### config.mk
export PLATFORM = sky130hd
export DESIGN_NAME = bcd_digit_sequencer
export DESIGN_NICKNAME = d
export VERILOG_FILES = /design/src/rtl/seg_pkg.sv /design/src/rtl/seg_prescaler.sv /design/src/rtl/bcd_digit_sequencer.sv
export SDC_FILE = /design/constraint.sdc
export NUM_CORES = 1
export LEC_CHECK = 0
export CAP_MARGIN = 20
export CELL_PAD_IN_SITES_DETAIL_PLACEMENT = 1
export CELL_PAD_IN_SITES_GLOBAL_PLACEMENT = 2
export CORE_MARGIN = 2
export CORE_UTILIZATION = 27
export DETAILED_ROUTE_END_ITERATION = 6
export PLACE_DENSITY_LB_ADDON = 0.1
export SYNTH_ARGS = -nofsm -noshare
export SYNTH_HDL_FRONTEND = slang
export SYNTH_SLANG_ARGS = --single-unit
### constraint.sdc
create_clock -name clk -period 4.35 [get_ports clk]
set_input_delay 0.87 -clock clk [delete_from_list [all_inputs] [get_ports clk]]
set_output_delay 0.87 -clock clk [all_outputs]
set_load 0.005 [all_outputs]
### src/rtl/seg_pkg.sv
// Shared BCD types and helpers for the digit sequencer and the segment decoder stages.
// Pure declarations: no logic, no latency.
package seg_pkg;
  typedef logic [3:0] bcd_t;

  localparam bcd_t BCD_MAX = 4'd9;
  localparam bcd_t BCD_MIN = 4'd0;

  function automatic logic is_bcd(input bcd_t v);
    return (v <= BCD_MAX);
  endfunction
endpackage

### src/rtl/seg_prescaler.sv
// DWELL-cycle enable divider: tick is a combinational strobe on the enabled cycle the count reaches DWELL-1.
// Holds its count while en is low; clr restarts a full dwell and suppresses the tick.
module seg_prescaler #(
  parameter int DWELL = 4
) (
  input  logic clk,
  input  logic rst,
  input  logic en,
  input  logic clr,
  output logic tick
);
  localparam int CW = (DWELL > 1) ? $clog2(DWELL) : 1;
  localparam logic [CW-1:0] LAST = CW'(DWELL - 1);

  logic [CW-1:0] r_cnt;
  logic          w_last;

  assign w_last = (r_cnt == LAST);
  assign tick   = en & ~clr & w_last;

  always_ff @(posedge clk) begin
    if (rst || clr) begin
      r_cnt <= '0;
    end else if (en) begin
      r_cnt <= w_last ? '0 : r_cnt + 1'b1;
    end
  end
endmodule

### src/rtl/bcd_digit_sequencer.sv
// BCD digit source (0..9) with programmable dwell, up/down, load and carry for cascading.
// All outputs registered; first step lands DWELL enabled cycles after counting starts, en low freezes state.
module bcd_digit_sequencer
  import seg_pkg::*;
#(
  parameter int DWELL = 4,
  parameter bit WRAP  = 1'b1
) (
  input  logic       clk,
  input  logic       rst,
  input  logic       en,
  input  logic       up,
  input  logic       load,
  input  logic [3:0] load_val,
  output logic [3:0] digit,
  output logic       step,
  output logic       carry,
  output logic       err
);
  bcd_t r_digit;
  logic r_step;
  logic r_carry;
  logic r_err;
  logic w_tick;

  seg_prescaler #(.DWELL(DWELL)) u_prescaler (
    .clk  (clk),
    .rst  (rst),
    .en   (en),
    .clr  (load),
    .tick (w_tick)
  );

  // Wrap is an explicit compare-and-set so codes 10..15 can never be produced.
  always_ff @(posedge clk) begin
    if (rst) begin
      r_digit <= BCD_MIN;
      r_step  <= 1'b0;
      r_carry <= 1'b0;
      r_err   <= 1'b0;
    end else begin
      r_step  <= 1'b0;
      r_carry <= 1'b0;
      r_err   <= 1'b0;
      if (load) begin
        if (is_bcd(load_val)) begin
          r_digit <= load_val;
        end else begin
          r_digit <= BCD_MIN;
          r_err   <= 1'b1;
        end
      end else if (w_tick) begin
        if (up) begin
          if (r_digit < BCD_MAX) begin
            r_digit <= r_digit + 4'd1;
            r_step  <= 1'b1;
          end else if (WRAP) begin
            r_digit <= BCD_MIN;
            r_step  <= 1'b1;
            r_carry <= 1'b1;
          end
        end else begin
          if (r_digit > BCD_MIN) begin
            r_digit <= r_digit - 4'd1;
            r_step  <= 1'b1;
          end else if (WRAP) begin
            r_digit <= BCD_MAX;
            r_step  <= 1'b1;
            r_carry <= 1'b1;
          end
        end
      end
    end
  end

  assign digit = r_digit;
  assign step  = r_step;
  assign carry = r_carry;
  assign err   = r_err;

  a_digit_bcd: assert property (@(posedge clk) is_bcd(r_digit));
endmodule

After elaboration in Yosys (flattened, before gate mapping). Index checks and enable logic that the tools add are counted.

$lt $le $gt $ge: 3. Mux-type cells: 12. Eq/ne operators: 1. Add/sub/neg operators: 3. Bitwise logic cells: 4. Reductions and logical operators: 5.

Operators with widths (count): two-way mux 4 bit (6); two-way mux 1 bit (5); adder 4 x 1 -> 4 bit (second input constant) (1); greater-than comparator 4 x 1 -> 1 bit (second input constant) (1); <= comparator 4 bit (second input constant) (1); < comparator 4 bit (second input constant) (1); OR reduction 2 bit (2); subtractor 4 x 1 -> 4 bit (second input constant) (1); OR reduction 3 bit (1); adder 2 x 1 -> 2 bit (second input constant) (1); bitwise AND 1 bit (2); == test 2 bit (second input constant) (1); two-way mux 2 bit (1); NOT 1 bit (2); nonzero test 2 bit (1); logical OR 1 bit (1).

Register bits after elaboration: 9. Input bits: 9. Word-level logic and storage cells: 33. Output and inout port bits: 7.

Longest topological paths before layout.
Depth after elaboration: 5. Gate-level depth with buffers: 6. Mapped depth without buffers: 6.

Modules after synthesis. Synthesis repeated with hierarchy kept, for this count alone.

Cells, all modules: 68. Area total of the unflattened synthesis: 571.8 µm².

Modules (own cells, without submodules): bcd_digit_sequencer (seq. area each 140.1 µm², times used 1, cells each 59, area each 467.9 µm²); seg_prescaler (seq. area each 40.0 µm², times used 1, cells each 9, area each 103.8 µm²).

Worst setup path after synthesis. No wires, ideal clock.

Path kind: input to register. Start point: input up. End point: register r_digit[2] (netlist: digit[2]). Arrival time: 1.508 ns. Slack: 2.725 ns. Library setup time: 0.117 ns. Buffers on the path: 0. Cell stages on the path: 4. Data required time: 4.233 ns. Cell sequence: nor3b_1 -> o31ai_1 -> o41ai_1 -> a22o_1.

Longest elaborated chain between the ends: 3.

RTL lines: start, declared (line bcd_digit_sequencer.sv:12) `input logic up,`; two-way mux 4 bit (line bcd_digit_sequencer.sv:53) `if (up) begin`; two-way mux 4 bit (line bcd_digit_sequencer.sv:52) `end else if (w_tick) begin`; two-way mux 4 bit (line bcd_digit_sequencer.sv:45) `if (load) begin`; end signal, assigned (line bcd_digit_sequencer.sv:47) `r_digit <= load_val;`; end signal, assigned (line bcd_digit_sequencer.sv:55) `r_digit <= r_digit + 4'd1;`; end signal, assigned (line bcd_digit_sequencer.sv:64) `r_digit <= r_digit - 4'd1;`; end, declared (line bcd_digit_sequencer.sv:20) `bcd_t r_digit;`.

Every way passes these cells. The select of a mux whose other input is x is not followed. A chain may end at the register's enable or synchronous reset.

Worst setup path in the final report.
Start point: register r_digit[3] (netlist: digit[3]). End point: output digit[3].

RTL lines: end, declared (line bcd_digit_sequencer.sv:15) `output logic [3:0] digit,`.

No word-level cell between the ends.

==> impl_metrics.tcl <==
set metrics [dict create \
    status "finished, final reports clean" \
    synth-main-ff-cell "dfxtp_1" \
    tightest_slew_ns 0.450 \
    gp_congestion 0.770 \
    yosys_warnings 0 \
    path_clk_slew_ns 0.07 \
    synth.distinct_cells 33 \
    min_path_type "register to register" \
    synthTopCellsByArea "dfxtp_1, ha_1, nor2_1, mux2i_1, o21ai_0" \
    final.setup.tns_ns 0 \
    diodes 0 \
    die_x_um 50.2 \
    fp.dieH_um 50.2 \
    yosysTopAreaCellShare 0.313 \
    grt_max_degree 13 \
    start_util 0.290 \
    grt_pass1_vias 558 \
    layout_setup_ws_ns 2.08 \
    relSlewSlack 0.699 \
    synth_fp_nets 83 \
    routedWlPerCell_um 12.5 \
    hold_path_end "u_prescaler.r_cnt[0]$_SDFFE_PP0P_" \
    r2r-start "digit[0]$_SDFFE_PP0P_" \
    hold_slack_ns 0.544 \
    yosysTopAreaCell "dfxtp_1" \
    syn_to_final_growth_pct 31.5 \
    final_core_utilization 0.382 \
    peakVddDrop_mv 0.157 \
    holdPathStages 2 \
    fin_skew_ns 0.00571 \
    ys_ff_latch 9 \
    critPathKind "register to primary output" \
    cpMaxStageDelayCell "clkdlybuf4s50_1" \
    die-area_sq_mm 0.00252 \
    vias 563 \
    numCtsBuffers 3 \
    cp-start-kind "register" \
    drtIter0Drc 4 \
    h-tree-depth 1 \
    rr_worst_depth 6 \
    cp_top_family "buffers and inverters" \
    placement_rows 16 \
    clock-sinks 9 \
    crit_chain "clkdlybuf4s50_1" \
    maxCapViolCount 0 \
    clock-root-buffer "clkbuf_4" \
    clock_latency_ns 0.27 \
    multi_input_area_sq_um 347 \
    synth-seq-area-share 0.313 \
    post-place-ws_ns 1.87 \
    fin_cells 114 \
    drc_errors 0 \
    first_pass_iters 4 \
    grt_first_pass_wirelength_mm 2.48 \
    worst-path-max-fanout 12 \
    netlist_area_sq_um 576 \
    setup_violations 0 \
    post_drt_via_cell_ratio 4.94 \
    cts_resized 0 \
    r2r-end "digit[3]$_SDFFE_PP0P_" \
    async_flop_share 0 \
    cp-end-kind "primary output" \
    io_buffers 15 \
    synth_area_per_cell_sq_um 8.11 \
    drt_wl_total_mm 1.42 \
    cp.arrival_ns 1.40 \
    dp_cells 110 \
    rsz0062_at_grt "false" \
    nets 100 \
    path_buf_inv 1 \
    antenna_left 0 \
    post-route-min-period_ns 2.27 \
    maxSlewViolCount 0 \
    worst_ep_required_time_ns 3.48 \
    antenna_found_initial 0 \
    regArea_sq_um 180 \
    power_leakage_nw 0.283 \
    track_usage 0.135 \
    power_density_mw_per_mm2 258 \
    min_period_over_period 0.522 \
    holdCritStartpoint "u_prescaler.r_cnt[0]$_SDFFE_PP0P_" \
    cpPeakStageDelay_ns 0.58 \
    syn_inst 71 \
    pin_count 16 \
    layout-drive-gt1-share 0.0920 \
    cts_setup_buffers 0 \
    dp_hpwl_mm 1.09 \
    crit_start "digit[3]$_SDFFE_PP0P_" \
    clk_path_buf_depth 2 \
    fmax_ghz 0.441 \
    timing.reg2reg.setup_slack_ns 2.72 \
    num-fill-cells 244 \
    synth_common_cells "dfxtp_1, nor2_1, o21ai_0" \
    overflow 0 \
    synth_edf_count 0 \
    hold_violations 0 \
    cts_hold_buf 0 \
    core-area_sq_mm 0.00198 \
    cts_tree "yes" \
]
## layer usage
metal | global-route usage | part of all wire | up-vias
li1 | - | - | 290
met2 | 0.221 | 0.45 | 13
met3 | 0.0268 | 0.035 | 4
met5 | 0 | 0 | -
met4 | 0.0833 | 0.032 | 0
met1 | 0.159 | 0.48 | 256
## cells in the final DEF, fill, tap and decap left out
master | synthesis | final
a211oi_1 | 1 | 1
a211oi_2 | 1 | 1
a21boi_0 | 1 | 1
a21boi_1 | 1 | 1
a21oi_1 | 4 | 4
a221oi_1 | 1 | 1
a22o_1 | 1 | 1
a311oi_1 | 1 | 1
a31oi_1 | 1 | 1
and2_0 | 1 | 1
clkbuf_4 | 0 | 3
clkdlybuf4s50_1 | 0 | 15
clkinv_2 | 0 | 1
dfxtp_1 | 9 | 9
ha_1 | 3 | 3
inv_1 | 5 | 5
mux2i_1 | 3 | 3
nand2_1 | 3 | 3
nand2_2 | 1 | 1
nand2b_1 | 1 | 1
nand2b_2 | 1 | 1
nand3_1 | 1 | 1
nand4_1 | 1 | 1
nor2_1 | 9 | 9
nor2_2 | 1 | 1
nor3_1 | 4 | 4
nor3b_1 | 1 | 1
o211ai_1 | 1 | 1
o21ai_0 | 6 | 6
o21ai_1 | 1 | 1
o31a_1 | 1 | 1
o31ai_1 | 1 | 1
o41ai_1 | 1 | 1
or3_1 | 1 | 1
## area by class of cell
type                    count  share of cell area
clock inverters             1             0.00661
clock buffers               3              0.0298
inverters                   5              0.0248
flip-flops and latches      9               0.238
multi-input cells          54               0.458
well taps                  27              0.0446
repair buffers             15               0.198
## worst min-delay path: stages, from the launching register on
cell and delay (ns):
dfxtp_1 0.33, a21oi_1 0.13, nor3_1 0.05
## cell families after synthesis
| group | share of synthesized area |
|---|---|
| multiplexers | 0.0522 |
| adder cells (fa/ha/maj) | 0.0652 |
| AND/OR/NAND/NOR | 0.215 |
| buffers and inverters | 0.0848 |
| flip-flops | 0.313 |
| AO/OA/AOI/OAI | 0.270 |
## worst max path at each step
stage | end | slack (ns) | cells past startpoint
floorplan | digit[2]$_SDFFE_PP0P_ | 2.73 | 4
global placement | digit[2]$_SDFFE_PP0P_ | 1.91 | 5
detailed placement | digit[2]$_SDFFE_PP0P_ | 1.87 | 5
CTS | digit[3] | 2.08 | 1
global route | digit[3] | 1.98 | 1
finish | digit[3] | 2.08 | 1
## per-stage QoR
stage	instance area, sq um	total power [mW]
3_5_place_dp	729	0.130
3_3_place_gp	729	0.129
2_1_floorplan	576	0.113
4_1_cts	757	0.199
5_1_grt	757	0.209
6_report	757	0.195
## state kept, by name, indices dropped and copies added, names as in the netlist
register,flops
carry,1
step,1
err,1
u_prescaler.r_cnt,2
digit,4
## where the power goes
group	total (mW)	leakage [nW]	switching, mW	internal [mW]
clock network	0.0677	0.0177	0.0336	0.0341
registers	0.0900	0.0734	0.00479	0.0852
logic	0.0376	0.192	0.0178	0.0198
No activity file was read; power rests on OpenSTA's default activity.
